===== src/rtl/router_out_arbiter.sv =====
// ---------------------------------------------------------------------------
// router_out_arbiter
//
// Purpose:
//   Output-port stage of a three-port router. Two input ports compete for
//   this output. A round-robin arbiter picks one of them, and the winning
//   47-bit packet is captured, unmodified, in a single output register.
//   The block also keeps a saturating count of grants for each requester.
//
// Ports:
//   clk, rst            rising-edge clock, synchronous active-high reset
//   in0_valid/data/ready  requester 0 handshake (ready = accepted this cycle)
//   in1_valid/data/ready  requester 1 handshake
//   out_valid/data/ready  registered output handshake toward downstream
//   last_grant          index of the most recent winner (1 after reset)
//   grant_cnt0/1        saturating per-requester accepted-packet counters
//   clr_cnt             synchronous clear of both counters (beats increment)
// ---------------------------------------------------------------------------
module router_out_arbiter #(
    parameter int WIDTH = 47,
    parameter int CNT_W = 16
) (
    input  logic             clk,
    input  logic             rst,
    input  logic             in0_valid,
    input  logic [WIDTH-1:0] in0_data,
    output logic             in0_ready,
    input  logic             in1_valid,
    input  logic [WIDTH-1:0] in1_data,
    output logic             in1_ready,
    output logic             out_valid,
    output logic [WIDTH-1:0] out_data,
    input  logic             out_ready,
    output logic             last_grant,
    output logic [CNT_W-1:0] grant_cnt0,
    output logic [CNT_W-1:0] grant_cnt1,
    input  logic             clr_cnt
);

    localparam logic [CNT_W-1:0] CNT_ONE = {{(CNT_W-1){1'b0}}, 1'b1};

    // Saturating increment: holds at all-ones instead of wrapping.
    function automatic logic [CNT_W-1:0] sat_inc(input logic [CNT_W-1:0] c);
        if (&c) begin
            return c;
        end
        return c + CNT_ONE;
    endfunction

    logic             out_valid_q, out_valid_d;
    logic [WIDTH-1:0] out_data_q,  out_data_d;
    logic             last_grant_q, last_grant_d;
    logic [CNT_W-1:0] grant_cnt0_q, grant_cnt0_d;
    logic [CNT_W-1:0] grant_cnt1_q, grant_cnt1_d;

    logic load;
    logic win_vld;
    logic win_idx;
    logic xfer0;
    logic xfer1;

    // Arbitration: the register can take a packet when it is empty or is
    // being drained this cycle. On a tie the requester that did not win
    // last time gets the grant. Grants are suppressed during reset so no
    // packet is consumed from a requester while state is being cleared.
    always_comb begin
        load    = !out_valid_q || out_ready;
        win_vld = 1'b0;
        win_idx = 1'b0;
        if (load && !rst) begin
            if (in0_valid && in1_valid) begin
                win_vld = 1'b1;
                win_idx = !last_grant_q;
            end else if (in0_valid) begin
                win_vld = 1'b1;
                win_idx = 1'b0;
            end else if (in1_valid) begin
                win_vld = 1'b1;
                win_idx = 1'b1;
            end
        end
        xfer0 = win_vld && !win_idx;
        xfer1 = win_vld &&  win_idx;
    end

    assign in0_ready = xfer0;
    assign in1_ready = xfer1;

    // Next-state: output register reload, grant history and counters.
    always_comb begin
        out_valid_d  = out_valid_q;
        out_data_d   = out_data_q;
        last_grant_d = last_grant_q;
        grant_cnt0_d = grant_cnt0_q;
        grant_cnt1_d = grant_cnt1_q;

        if (load) begin
            out_valid_d = win_vld;
            if (win_vld) begin
                out_data_d   = win_idx ? in1_data : in0_data;
                last_grant_d = win_idx;
            end
        end

        if (clr_cnt) begin
            grant_cnt0_d = '0;
        end else if (xfer0) begin
            grant_cnt0_d = sat_inc(grant_cnt0_q);
        end

        if (clr_cnt) begin
            grant_cnt1_d = '0;
        end else if (xfer1) begin
            grant_cnt1_d = sat_inc(grant_cnt1_q);
        end
    end

    // Register stage: output packet and statistics.
    always_ff @(posedge clk) begin
        if (rst) begin
            out_valid_q  <= 1'b0;
            out_data_q   <= '0;
            last_grant_q <= 1'b1;
            grant_cnt0_q <= '0;
            grant_cnt1_q <= '0;
        end else begin
            out_valid_q  <= out_valid_d;
            out_data_q   <= out_data_d;
            last_grant_q <= last_grant_d;
            grant_cnt0_q <= grant_cnt0_d;
            grant_cnt1_q <= grant_cnt1_d;
        end
    end

    assign out_valid  = out_valid_q;
    assign out_data   = out_data_q;
    assign last_grant = last_grant_q;
    assign grant_cnt0 = grant_cnt0_q;
    assign grant_cnt1 = grant_cnt1_q;

endmodule


===== config.mk =====
export PLATFORM = sky130hd
export DESIGN_NAME = router_out_arbiter
export DESIGN_NICKNAME = d
export VERILOG_FILES = /design/src/rtl/router_out_arbiter.sv
export SDC_FILE = /design/constraint.sdc
export NUM_CORES = 1
export LEC_CHECK = 0
export CAP_MARGIN = 20
export CORE_ASPECT_RATIO = 2
export CORE_MARGIN = 2
export CORE_UTILIZATION = 40
export DETAILED_ROUTE_END_ITERATION = 12
export HOLD_SLACK_MARGIN = 0.02
export PLACE_DENSITY = 0.88
export SLEW_MARGIN = 20
export SYNTH_ARGS = -nofsm -noshare
export SYNTH_HDL_FRONTEND = slang
export SYNTH_SLANG_ARGS = --single-unit

===== constraint.sdc =====
create_clock -name clk -period 2 [get_ports clk]
set_input_delay 0.2 -clock clk [delete_from_list [all_inputs] [get_ports clk]]
set_output_delay 0.2 -clock clk [all_outputs]
set_load 0.01 [all_outputs]

# Word level (Yosys, flattened, before mapping)
# Index checks and enable logic that the tools add are counted.
# Widths: inputs -> output; s select.
dict set report classes {
  add_sub_neg 2
  eq_ne 2
  muxes 16
  n_reduce_logical 15
}
# operator n
set op_table {}
lappend op_table {{$mux 47} 1}
lappend op_table {{$add 16x1->16 const B} 2}
lappend op_table {{$mux 16} 2}
lappend op_table {{$reduce_and 16->1} 2}
lappend op_table {{$mux 1} 13}
lappend op_table {{$reduce_and 2->1} 3}
lappend op_table {{$logic_and 1x1->1} 4}
lappend op_table {{$logic_not 1->1} 4}
lappend op_table {{$ne 2x2->1 const B} 2}
lappend op_table {{$reduce_or 2->1} 1}
lappend op_table {{$logic_or 1x1->1} 1}
dict set report word_totals {
  regBits 81
  in_bits 100
  out_inout_bits 83
  elab_cells 40
}

# Logic depth before layout (Yosys ltp)
# Gate-level depths: netlist of run 1.
dict set report logic_depth {
  depth_word 10
  depth_mapped 7
  ltp_nobuf 5
}

# Worst setup path after synthesis of run 1
# OpenSTA, ideal clock, no wires.
dict set report synth_path {
  kind {reg-to-reg}
  startpoint {register grant_cnt0_q[0], in the netlist grant_cnt0[0]}
  endpoint {register grant_cnt0_q[14], in the netlist grant_cnt0[14]}
  setup_ns 0.129
  arrival_time_ns 1.579
  t_required_ns 1.871
  slack_ns 0.292
  path_stages_with_launch 7
  path_buffers 1
  synth_period_minus_slack_ns 1.708
  path_cell_list {dfxtp_1 ha_1 nand4_1 nor4_2 buf_2 nor4_1 mux2i_1}
}
dict set report synth_between {
  elab_chain_len 6
  word_cells_on_any_way 8
  classes_between {add/sub: 1; eq/ne: 1; mux: 4; reduce/logical: 2}
}
# element line
set synth_rtl {}
lappend synth_rtl {{start: declaration} 53} ;# logic [CNT_W-1:0] grant_cnt0_q, grant_cnt0_d;
lappend synth_rtl {{start signal: assignment} 130} ;# grant_cnt0_q <= grant_cnt0_d;
lappend synth_rtl {{$reduce_and 16->1} 44} ;# if (&c) begin
lappend synth_rtl {{$mux 1} 44}
lappend synth_rtl {{$mux 1} 107} ;# end else if (xfer0) begin
lappend synth_rtl {{$mux 1} 105} ;# if (clr_cnt) begin
lappend synth_rtl {{$ne 2x2->1 (no source line)} -}
lappend synth_rtl {{$reduce_and 2->1 (no source line)} -}
# Several ways; a longest one is shown, not always the timed one. The select of a mux whose other input is x is not followed.
# A chain may end at the register's enable or synchronous reset.

# Worst setup path in the final report of run 1
dict set report layout_path {
  startpoint {input in1_valid}
  endpoint {output in1_ready}
}
dict set report layout_between {
  elab_chain_len 5
  word_cells_on_any_way 9
  classes_between {mux: 7; reduce/logical: 2}
}
# element line
set layout_rtl {}
lappend layout_rtl {{start: declaration} 28} ;# input logic in1_valid,
lappend layout_rtl {{$mux 1} 77} ;# end else if (in1_valid) begin
lappend layout_rtl {{$mux 1} 74} ;# end else if (in0_valid) begin
lappend layout_rtl {{$mux 1} 71} ;# if (in0_valid && in1_valid) begin
lappend layout_rtl {{$mux 1} 70} ;# if (load && !rst) begin
lappend layout_rtl {{$logic_and 1x1->1 (*)} 83} ;# xfer1 = win_vld && win_idx;
lappend layout_rtl {{end: declaration} 30} ;# output logic in1_ready,
# Mark *: on every way between the ends. The rest lies on a longest branch, timed or not.

==> qor.yml, run 1 <==
worst_setup_path:
  worstSetupEndpointType: "output pin"
  slowest_delay_ns: 0.59
  cp_num_buf_inv: 3
  cp.required_ns: 1.80
  path_cells: "clkdlybuf4s50_1, a21boi_4, nand3_2, inv_2, clkdlybuf4s50_1"
  startpoint_type: "primary input"
  critical_path_peak_fanout: 4
  reg2reg_from: "grant_cnt0[0]$_SDFFE_PP0P_"
  crit_type: "primary input to output pin"
  crit_family: "buffers and inverters"
  critical_path_arrival_ns: 1.74
  path_common_cell: "clkdlybuf4s50_1"
  slowest_stage: "clkdlybuf4s50_1"
  crit_start: "in1_valid"
placed_design:
  hpwl_um: 9394
  port_buffers: 182
  dpl_cell_area_um2: 5708
  gp_routability_congestion: 0.9862
pwr:
  p_sw_share_pct: 23.10
  peakVddDrop_mv: 0.4979
  p_int_uw: 3244
  p_seq_share_pct: 41.4
  p_comb_share_pct: 16.7
  power_frac_clock_pct: 41.9
  p_sw_uw: 974.1
  power_uw: 4218
  p_per_area_nw_per_um2: 699.2
  cellLeakagePower_uw: 0.002230
synthesis:
  synth.area.top_cells: "dfxtp_1 (44%), mux2i_1 (8.6%), a222oi_1 (7.0%), nand3_1 (4.2%), o21ai_0 (3.8%)"
  synth_top_area_share_pct: 43.59
  yosysSeqAreaShare_pct: 43.59
  synth.most_common_cell: "dfxtp_1"
  yosysUniqueCellTypes: 44
  synth_edf_count: 0
  ys_ff_latch: 81
  synth_nets: 508
  synthesis.area_um2: 3720
  syn_inst: 406
  yosys_warnings: 0
  avgSynthCellArea_um2: 9.162
  synth_common_cells: "dfxtp_1 (81), mux2i_1 (32), nand3_1 (31), nor2_1 (31), o21ai_0 (28)"
  ys.flop_type: "dfxtp_1"
  yosysTopAreaCell: "dfxtp_1"
  async_flop_share_pct: 0
die:
  coreArea_um2: 9012
  die-width_um: 72.19
  die_height_um: 140.4
  io_pins: 183
  die-area_um2: 10130
  initial_core_util_pct: 41.27
  rows: 49
global_routing:
  grt_pass1_vias: 4193
  grt_usage_pct: 25.43
  grt_max_degree: 70
  antenna_found_initial: 0
  gr-total-overflow: 0
  grt_pass1_wl_um: 20310
clocking:
  cts_max_level: 3
  hold_buffers: 0
  cts_tree: "built"
  cts.clk_slew.worst_paths_ns: 0.06
  cts_buffers: 9
  post_cts_buffers: 0
  clock-sinks: 81
  cts_root_buffer: "clkbuf_16"
  clock_path_buffers: 2
  clock_latency_ns: 0.34
timing:
  fin_crit_sh_pct: 97.23
  finalHoldViolCount: 0
  tightest_slew_ns: 0.5396
  slew_viol_final: 0
  fmax_mhz: 514.2
  min_period_ns: 1.945
  fin_skew_ns: 0.01101
  setup_viol: 0
  grt_setup_unrepaired: "no"
  slew_headroom_pct: 63.81
detailed_routing:
  wl_met1_um: 4305
  drt_iter0_drc: 332
  routed.top_layer: "met4"
  met3_length_um: 712
  antenna_left: 0
  avgRoutedWirePerCell_um: 18.02
  drt-total-wl_um: 12590
  drtPass1Iterations: 7
  wl_met2_um: 7057
  vias: 4154
  drc: 0
  viasPerCell: 5.943
layout:
  nets: 694
  multi_input_comb_area_um2: 1932
  layout-drive-gt1-share_pct: 9.213
  design_area_um2: 6032
  area_growth_pct: 62.16
  regArea_um2: 1623
  fill_cells: 706
  antenna_cells: 0
hold_path:
  hp-class: "flip-flop to flip-flop"
  min_from: "out_data[28]$_SDFFE_PP0P_"
outcome:
  status: "complete, no violations"
run:
  max_cap_viol_count: 0
metal layers:
| metal | up-vias | track usage [%] |
|---|---|---|
| met5 | - | 0 |
| met4 | 0 | 14.70 |
| met3 | 42 | 6.691 |
| met2 | 171 | 45.58 |
| met1 | 1990 | 25.38 |
| li1 | 1951 | - |
cells in the final DEF, fill, tap and decap left out, types with 3 or more instances in the layout:
cell               n
and3_1             4
nand2_1           26
nor2_1            31
nand3_1           31
or3_1             14
clkdlybuf4s50_1  182
inv_2              3
o21ai_0           28
mux2i_1           32
a21oi_1           18
a222oi_1          26
nor4_1            12
nand4_2            3
clkbuf_16          9
dfxtp_1           80
a31oi_1            4
nor3_1             7
o31ai_1            9
or4_1              8
and4_1             5
nand4_1            9
or2_2              3
buf_4             20
through the flow:
stage | cells | hold WS [ns] | setup slack (ns) | TNS [ns] | utilization, %
finish | 699 | 0.4711 | 0.05536 | 0 | 66.93
global route | 699 | 0.5015 | 0.002644 | 0 | 66.93
CTS | 699 | 0.4765 | 0.02862 | 0 | 66.93
detailed placement | 683 | 0.4617 | -0.05716 | -0.05779 | 63.33
global placement | 683 | 0.4573 | -0.01532 | -0.01532 | 63.33
floorplan | 406 | 0.3668 | 0.2916 | 0 | -
worst reg2reg max path, cell delays in order (launching register included):
cell     delay [ns]
dfxtp_1        0.41
ha_1           0.24
nand4_1        0.20
or2_2          0.36
nor4_1         0.35
mux2i_1        0.23
power by group through the flow:
stage	clock network [uW]	logic [uW]	registers [uW]
2_1_floorplan	0	219	1810
3_3_place_gp	0	683	1770
3_5_place_dp	0	700	1770
4_1_cts	1800	705	1740
5_1_grt	1880	752	1750
6_report	1770	706	1740
path summary, 6_finish.rpt:
check	endpoint	slack, ns	cells past startpoint
worst max-delay path	in1_ready	0.06	5
worst min-delay path	out_data[28]$_SDFFE_PP0P_	0.47	2
worst max register to register	grant_cnt0[10]$_SDFFE_PP0P_	0.15	5
worst min register to register	out_data[28]$_SDFFE_PP0P_	0.47	2
cell families after synthesis:
group / Yosys count / share of synthesized area (%)
AOI/OAI and AO/OA: 91 / 17.29
and+or+nand+nor: 167 / 25.36
muxes: 32 / 8.611
DFF: 81 / 43.59
buffers and inverters: 33 / 4.474
adders and majority gates: 2 / 0.6726
layout make-up:
class                      count  area share, %
multi-input combinational    292          32.03
clock inverter                 4          1.265
timing repair buffer         204          33.35
clock buffer                  12          4.086
tap                          102          2.116
inverter                       4         0.2489
sequential                    81          26.90
timing repair:
item,CTS,global route
resized for setup,1,1
pin swaps,0,0
endpoints found under the hold margin,0,0
endpoints found under the setup margin,1,1
state kept, by name, summed over array words and instances, names as in the netlist:
| register | cells |
|---|---|
| grant_cnt0 | 16 |
| grant_cnt1 | 16 |
| last_grant | 1 |
| out_data | 47 |
| out_valid | 1 |
Power figures use the tool's default switching activity.
==> inputs of run 2 (changes only) <==
--- a/config.mk
+++ b/config.mk
@@ -6,7 +6,7 @@
 export NUM_CORES = 1
 export LEC_CHECK = 0
 export CAP_MARGIN = 20
-export CORE_ASPECT_RATIO = 2
+export CORE_ASPECT_RATIO = 1.2
 export CORE_MARGIN = 2
 export CORE_UTILIZATION = 40
 export DETAILED_ROUTE_END_ITERATION = 12
==> run 2 against run 1 <==
Compared with the run above:
- die area fell by 0.44%
- sequential power barely moved
- fmax fell by 0.22%
- clock power fell by 26%
- final cell count rose by 2.4%
- largest power group is now registers
- via count fell by 1.9%
- combinational power barely moved
- critical path depth fell by 1
- critical path type is now flip-flop to output pin
- worst setup slack got worse by 0.0044 ns
==> qor.yml, run 2 (same netlist as run 1, synthesis figures left out) <==
outcome:
  status: "complete, no violations"
clocking:
  cts_tree: "built"
  clock_path_buffers: 2
  cts_buffers: 9
  cts.clk_slew.worst_paths_ns: 0.08
  hold_buffers: 0
  clock_latency_ns: 0.36
  cts_max_level: 3
  clock-sinks: 81
  cts_root_buffer: "clkbuf_8"
worst_setup_path:
  reg2reg_from: "grant_cnt0[0]$_SDFFE_PP0P_"
  ff2ff_path_depth: 5
  startpoint_type: "flip-flop"
  r2r_end: "grant_cnt0[11]$_SDFFE_PP0P_"
  reg2reg_slack_ns: 0.16
  critical_path_peak_fanout: 5
  worstSetupEndpointType: "output pin"
  cp.required_ns: 1.80
  critical_path_arrival_ns: 1.75
  crit_type: "flip-flop to output pin"
layout:
  area_growth_pct: 60.28
  largest_reg_flops: 47
  final_cell_mix: "clkdlybuf4s50_1 (182), dfxtp_1 (80), mux2i_1 (32)"
  layout-drive-gt1-share_pct: 9.060
  multi_input_comb_area_um2: 1939
  fill_cells: 681
  final_common_cell: "clkdlybuf4s50_1"
  nets: 694
  regArea_um2: 1623
  antenna_cells: 0
  fin_util_pct: 66.00
placed_design:
  port_buffers: 182
  gp_routability_congestion: 0.8822
  hpwl_um: 8724
timing:
  finalSetupTns_ns: 0
  fin_skew_ns: 0.01091
  tightest_slew_ns: 0.6235
  finalHoldViolCount: 0
  min_period_ns: 1.949
  slew_viol_final: 0
  fin_crit_sh_pct: 97.45
  fmax_mhz: 513.1
  slew_headroom_pct: 58.11
  setup_viol: 0
die:
  io_pins: 183
  die-area_um2: 10090
  die_height_um: 109.6
  initial_core_util_pct: 41.18
  coreArea_um2: 9034
  rows: 38
  die-width_um: 92.03
global_routing:
  grt_pass1_vias: 3812
  antenna_found_initial: 0
  grt_usage_pct: 22.43
  grt_pass1_wl_um: 18070
  grt_max_degree: 50
  gr-total-overflow: 0
detailed_routing:
  antenna_left: 0
  viasPerCell: 5.694
  avgRoutedWirePerCell_um: 16.41
  drc: 0
  drtPass1Iterations: 7
  drt_iter0_drc: 341
  vias: 4077
  drt-total-wl_um: 11750
hold_path:
  min_delay_path_depth: 3
  whs_endpoint: "out_data[24]$_SDFFE_PP0P_"
  min_from: "in1_data[24]"
  hp-class: "primary input to flip-flop"
run:
  max_cap_viol_count: 0
pwr:
  peakVddDrop_mv: 0.3744
  cellLeakagePower_uw: 0.002198
  power_uw: 3754
  p_per_area_nw_per_um2: 629.7
## run 2: worst max-delay path, stage by stage, from the launching register on
cell and delay [ns]:
dfxtp_2 0.39, nand2b_1 0.13, nand4_2 0.14, inv_1 0.17, clkdlybuf4s50_1 0.56
## run 2: layer usage
metal  routed length, um  vias up  track usage, %
met5                   0        -               0
met4                 354        0           13.33
met3                 699       22           2.742
met2                6184      198           40.81
met1                4509     1916           25.25
li1                    -     1941               -
## run 2: final cells by class
type	count	share of cell area [%]
inverter	4	0.2518
clock buffer	12	2.434
tap	120	2.518
multi-input combinational	292	32.53
clock inverter	3	1.091
timing repair buffer	204	33.96
sequential	81	27.22
## run 2: how the worst max path moves through the flow
stage | startpoint | end | slack (ns) | cells after the start
6_report | last_grant$_SDFFE_PP1P_ | in0_ready | 0.05 | 4
5_1_grt | in1_valid | in1_ready | -0.0006 | 5
4_1_cts | in1_valid | in1_ready | 0.005 | 5
3_5_place_dp | out_ready | grant_cnt0[4]$_SDFFE_PP0P_ | -0.01 | 6
3_3_place_gp | out_ready | grant_cnt0[3]$_SDFFE_PP0P_ | 0.06 | 6
2_1_floorplan | grant_cnt0[0]$_SDFFE_PP0P_ | grant_cnt0[14]$_SDFFE_PP0P_ | 0.29 | 6
## run 2: where the power goes
| group | switching (uW) | leakage [uW] | internal (uW) | total (uW) |
|---|---|---|---|---|
| Combinational | 280 | 0.00143 | 424 | 704 |
| Sequential | 50.0 | 0.000662 | 1690 | 1740 |
| Clock | 576 | 0.000106 | 730 | 1310 |
## run 2: repair_timing
item                                    4_1_cts  5_1_grt
endpoints found under the setup margin        1        2
buffers inserted                              0        2
gates resized for setup                       1        1
## run 2: through the flow
stage | instance area (um2) | worst slack [ns] | hold slack, ns | std cells
after floorplan | 3720 | 0.2916 | 0.3668 | 406
after detailed placement | 5728 | -0.01243 | 0.4667 | 699
final | 5962 | 0.05101 | 0.4630 | 716
after CTS | 5939 | 0.005018 | 0.4587 | 714
after global placement | 5728 | 0.05976 | 0.4564 | 699
after global routing | 5962 | -0.0006316 | 0.4883 | 716
==> variant 1 (settings of run 2) <==
`WIDTH`: 47 -> 94.
--- a/src/rtl/router_out_arbiter.sv
+++ b/src/rtl/router_out_arbiter.sv
@@ -19,3 +19,3 @@
 module router_out_arbiter #(
-    parameter int WIDTH = 47,
+    parameter int WIDTH = 94,
     parameter int CNT_W = 16
Ports: changed (resized in0_data, in1_data and out_data); port bits go from 183 to 324. No check against the original RTL was run, so the function may have changed too.
==> variant 1 against run 2 <==
- sequential power increased by 59%
- first-iteration DRC count grew 95%
- sequential cell count grew 47
- total power up 95%
- design area is 60% higher
- area after synthesis increased by 39%
- setup slack worse by 0.038 ns
- maximum frequency shrank 1.9%
- the run now ends with design-rule violations left
- highest routed layer unchanged
- largest power group is now the clock network
- routed wire length increased by 70%
- die area increased by 38%
==> variant 1: results (changes against run 2) <==
Clock tree
  – CTS Buf Count: 17 (+8)
  – Clk_lat worst skew: 0.41 ns (+0.05 ns)
  – CTS root buffer: clkbuf_16
  – H-tree level count: 4 (+1)
  – Clock slew at reported path FFs: 0.06 ns (-0.02 ns)

Placed design
  – DP HPWL: 14410 um (+65%)
  – IO buf count: 323 (+77%)
  – DP Area: 0.008855 mm2 (+55%)

STA
  – Relative slew slack: 0.5610 (-0.02013)
  – Worst Skew: 0.01563 ns (+0.004718 ns)

Global route
  – Pin count of the biggest net entering global routing: 63 (+26%)
  – Met3 usage: 0.08105 (+0.05364)
  – GRT Total Usage: 0.2786 (+0.05434)
  – Global-route wire length before repair: 30240 um (+67%)
  – Met2 global-route usage: 0.4747 (+0.06657)
  – Vias in the first global route: 5905 (+55%)
  – Met1 Use GR: 0.3268 (+0.07435)

Setup path
  – Critical Path Slowest Stage Cell: or4b_4
  – Crit path DAT: 2.24 ns (+0.49 ns)
  – Critical-path maximum fanout: 8 (+3)
  – Worst path top cell family by delay: compound AO/OA/AOI/OAI gates

Routing
  – Router iterations before antenna repair: 11 (+4)
  – # DRC: 1 (+1)
  – Drt total wl: 19960 um (+70%)
  – Initial DRC Count: 664 (+95%)
  – Drt via density: 5.630 (-1.1%)

Outcome
  – Run status: finished with violations
  – Violated checks: design-rule violations

Cells and area
  – FILL cells: 849 (+25%)
  – Share of post-route cells with drive strength above 1: 0.1077 (+0.01714)
  – Nets: 1075 (+55%)

Synthesis
  – Synthesized net count: 739 (+45%)
  – Sequential fraction of the synthesis area: 0.4940 (+0.05805)
  – Top cells by area, synth: dfxtp_1 (49%), a222oi_1 (14%), nor2_1 (7.1%)
  – Post-synth top cells: dfxtp_1 (128), nor2_1 (98), a222oi_1 (73)
  – Post-synthesis cell type count: 48 (+9.1%)

Pwr
  – VDD IR max: 537.3 uV (+43%)
  – Leak: 3.472 nW (+58%)
## variant 1: changes by cell type in the layout (fill, tap and decap cells not counted), moves of 9 or more
| cell | run 2 | this run |
|---|---|---|
| nor2_1 | 31 | 98 |
| a21oi_1 | 18 | 7 |
| dfxtp_1 | 80 | 128 |
| clkdlybuf4s50_1 | 182 | 320 |
| xnor2_1 | 0 | 15 |
| clkbuf_8 | 10 | 1 |
| clkbuf_16 | 0 | 17 |
| a222oi_1 | 26 | 73 |
| buf_4 | 19 | 36 |
| mux2i_1 | 32 | 22 |
| or3_1 | 14 | 5 |
| o31ai_1 | 9 | 0 |
## variant 1: kinds of logic after synthesis
kind of cell | synth area share
and+or+nand+nor | 0.1864
DFF | 0.4940
AOI/OAI and AO/OA | 0.1985
buffers and inverters | 0.04173
muxes | 0.04245
xor gates and xnor gates | 0.03208
adders and majority gates | 0.004823
## variant 1: layer usage
metal	vias to the layer above	wire length, um
met2	279	10260
li1	2753	-
met1	2862	7560
met3	46	1552
met4	0	584
met5	-	0
## variant 1: worst min-delay path, stage by stage
cell and delay (ns):
buf_2 0.12, buf_4 0.21, nor2_1 0.11
## variant 1: final cells by class
type	instances	area, um2	share of cell area
clock inverter	12	185.2	0.01947
clock buffer	19	442.9	0.04657
multi-input combinational	362	2450	0.2576
sequential	128	2562	0.2694
tap	164	205.2	0.02157
inverter	3	13.76	0.001447
timing repair buffer	367	3652	0.3840
## variant 1: through the flow
step                worst slack, ns  total power [W]    util  std cells  hold WS, ns
floorplan                   0.05034         0.003237       -        543       0.3697
global placement            -0.2639         0.004044  0.6990       1024       0.4537
detailed placement          -0.3213         0.004073  0.6990       1024       0.4652
CTS                        0.009065         0.007355  0.7485       1055       0.2632
global route               -0.05403         0.007591  0.7508       1055       0.2664
finish                      0.01253         0.007320  0.7508       1055       0.2770
## variant 1: repair_timing
| action | CTS | global route |
|---|---|---|
| gates resized for setup | 3 | 8 |
| hold buffers | 0 | 0 |
| pin swaps | 0 | 0 |
| endpoints found under the setup margin | 2 | 7 |
| buffers inserted | 0 | 0 |
## variant 1: final timing paths
check | end | depth (start not counted) | slack, ns | from
max | grant_cnt0[9] | 5 | 0.01 | out_valid
min | out_data[90] | 3 | 0.28 | rst
max reg2reg | grant_cnt0[9] | 5 | 0.01 | out_valid
min reg2reg | out_data[70] | 2 | 0.47 | out_data[70]
## variant 1: power breakdown
group          total (W)  leakage [nW]  internal [W]  switching [W]
clock            0.00329         0.292       0.00212        0.00116
combinational    0.00126          2.13      0.000774       0.000486
sequential       0.00277          1.05       0.00269      0.0000807
==> variant 2 (config.mk and constraints of run 2) <==
Made on the original files. Make the reset (`rst`) asynchronous in one clocked block. Comments in the files are not updated.
--- a/src/rtl/router_out_arbiter.sv
+++ b/src/rtl/router_out_arbiter.sv
@@ -118,3 +118,3 @@
     // Register stage: output packet and statistics.
-    always_ff @(posedge clk) begin
+    always_ff @(posedge clk or posedge rst) begin
         if (rst) begin
Formal check against the unedited RTL: differs if rst is asserted again (counterexample within 4 cycles, from zero or initial values and one cycle with rst high); with rst held inactive, the same outputs for 10 cycles.
==> variant 2 against run 2 <==
- sequential cell count unchanged
- area after synthesis increased by 7.2%
- combinational power increased by 76%
- count of clock-buffer cells in the layout unchanged
- routed wire length increased by 1.9%
- total power increased by 28%
- setup slack improved by 0.025 ns
- sequential power increased by 16%
- design area increased by 7.7%
==> variant 2: results (changes against run 2) <==
Synthesis
  – Area share of fa/ha/maj cells after synthesis: 0.006275 (-0.0004517)
  – Post-synthesis cell type count: 40 (-9.1%)
  – Top cells by area, synth: dfrtp_1 (50%), nand2_1 (9.8%), a22oi_1 (8.8%)
  – Ys async rst share: 1.000 (+1.000)
  – Mux cell area share after synthesis: 0.04769 (-0.03841)
  – Post-synth top cells: nand2_1 (104), dfrtp_1 (80), a22oi_1 (47)
  – Synthesized net count: 527 (+3.7%)
  – Compound-Gate Fraction of Synth Area: 0.1462 (-0.02667)

Routing
  – Router iterations before antenna repair: 5 (-2)
  – Drt via density: 5.519 (-3.1%)
  – Drt total wl: 11970 um (+1.9%)
  – Initial DRC Count: 163 (-52%)

Placed design
  – DP Area: 0.006103 mm2 (+6.6%)
  – Place WS: -0.3484 ns (-0.3360 ns)
  – DP HPWL: 8737 um (+0.15%)
  – Inst Count DP: 731 (+4.6%)

Global route
  – Global-route wire length before repair: 19300 um (+6.8%)
  – GRT Total Usage: 0.2270 (+0.002709)
  – Pin count of the biggest net entering global routing: 51 (+2.0%)
  – Vias in the first global route: 4134 (+8.4%)

Pwr
  – VDD IR max: 428.6 uV (+14%)
  – Leak: 2.723 nW (+24%)

Setup path
  – Critical-path maximum fanout: 13 (+8)
  – Critical Path Slowest Stage Cell: dfrtp_1
  – CP peak stage delay: 0.41 ns (-0.15 ns)
  – Worst path top cell family by delay: simple AND/OR/NAND/NOR gates
  – Crit path DAT: 2.14 ns (+0.39 ns)

Cells and area
  – Share of post-route cells with drive strength above 1: 0.09631 (+0.005704)
  – FILL cells: 753 (+11%)
  – Final Non-Filler Cells: 746 (+4.2%)
  – Nets: 721 (+3.9%)

Clock tree
  – CTS root buffer: clkbuf_16
  – Clock slew at reported path FFs: 0.06 ns (-0.02 ns)
  – Clk_lat worst skew: 0.33 ns (-0.03 ns)

STA
  – Relative slew slack: 0.5849 (+0.003828)
  – Worst Skew: 0.005030 ns (-0.005884 ns)

Outcome
  – Run status: completed
variant 2: layout make-up:
type / instances / share of cell area
sequential: 81 / 0.3159
multi-input combinational: 311 / 0.2894
clock buffer: 12 / 0.03683
inverter: 8 / 0.005261
clock inverter: 3 / 0.006625
tap: 123 / 0.02397
timing repair buffer: 208 / 0.3221
variant 2: power by group:
part           switching (W)  internal, W  total [W]
sequential          0.000145      0.00186    0.00201
combinational       0.000522     0.000718    0.00124
clock               0.000613     0.000958    0.00157
variant 2: timing repair:
action                                  in CTS  in global routing
resized for setup                            3                  6
pin swaps                                    0                  0
endpoints found under the setup margin       3                 10
variant 2: path summary, 6_finish.rpt:
| check | slack [ns] | cells after the start | start | end |
|---|---|---|---|---|
| worst max register to register | 0.08 | 5 | out_valid | grant_cnt1[11] |
| max in group asynchronous | 0.55 | 5 | rst | out_data[35] |
| min in group asynchronous | 0.47 | 4 | rst | out_valid |
| worst max-delay path | 0.08 | 5 | out_valid | grant_cnt1[11] |
| worst min-delay path | 0.40 | 3 | in0_data[9] | out_data[9] |
| worst min register to register | 0.49 | 2 | out_data[35] | out_data[35] |
variant 2: metal layers:
metal | GRT usage | wire length [um]
met5 | 0 | 0
met3 | 0.04227 | 788
met2 | 0.3939 | 6312
met4 | 0.1063 | 334
met1 | 0.2684 | 4532
variant 2: worst register-to-register path: stages, from the launching register on:
cell and delay [ns]:
dfrtp_1 0.41, nor2b_1 0.16, or3_1 0.39, buf_6 0.18, nor4_1 0.31, mux2_1 0.36
variant 2: cells by family after synthesis:
family                     Yosys count
buffers and inverters               33
and+or+nand+nor                    210
adders and majority gates            2
DFF                                 81
muxes                               17
AOI/OAI and AO/OA                   82
variant 2: per-stage QoR:
stage                     total power [W]    util
after global placement           0.003230  0.6349
after floorplan                  0.002481       -
after global routing             0.005030  0.6680
final                            0.004818  0.6680
after CTS                        0.004857  0.6643
after detailed placement         0.003269  0.6349
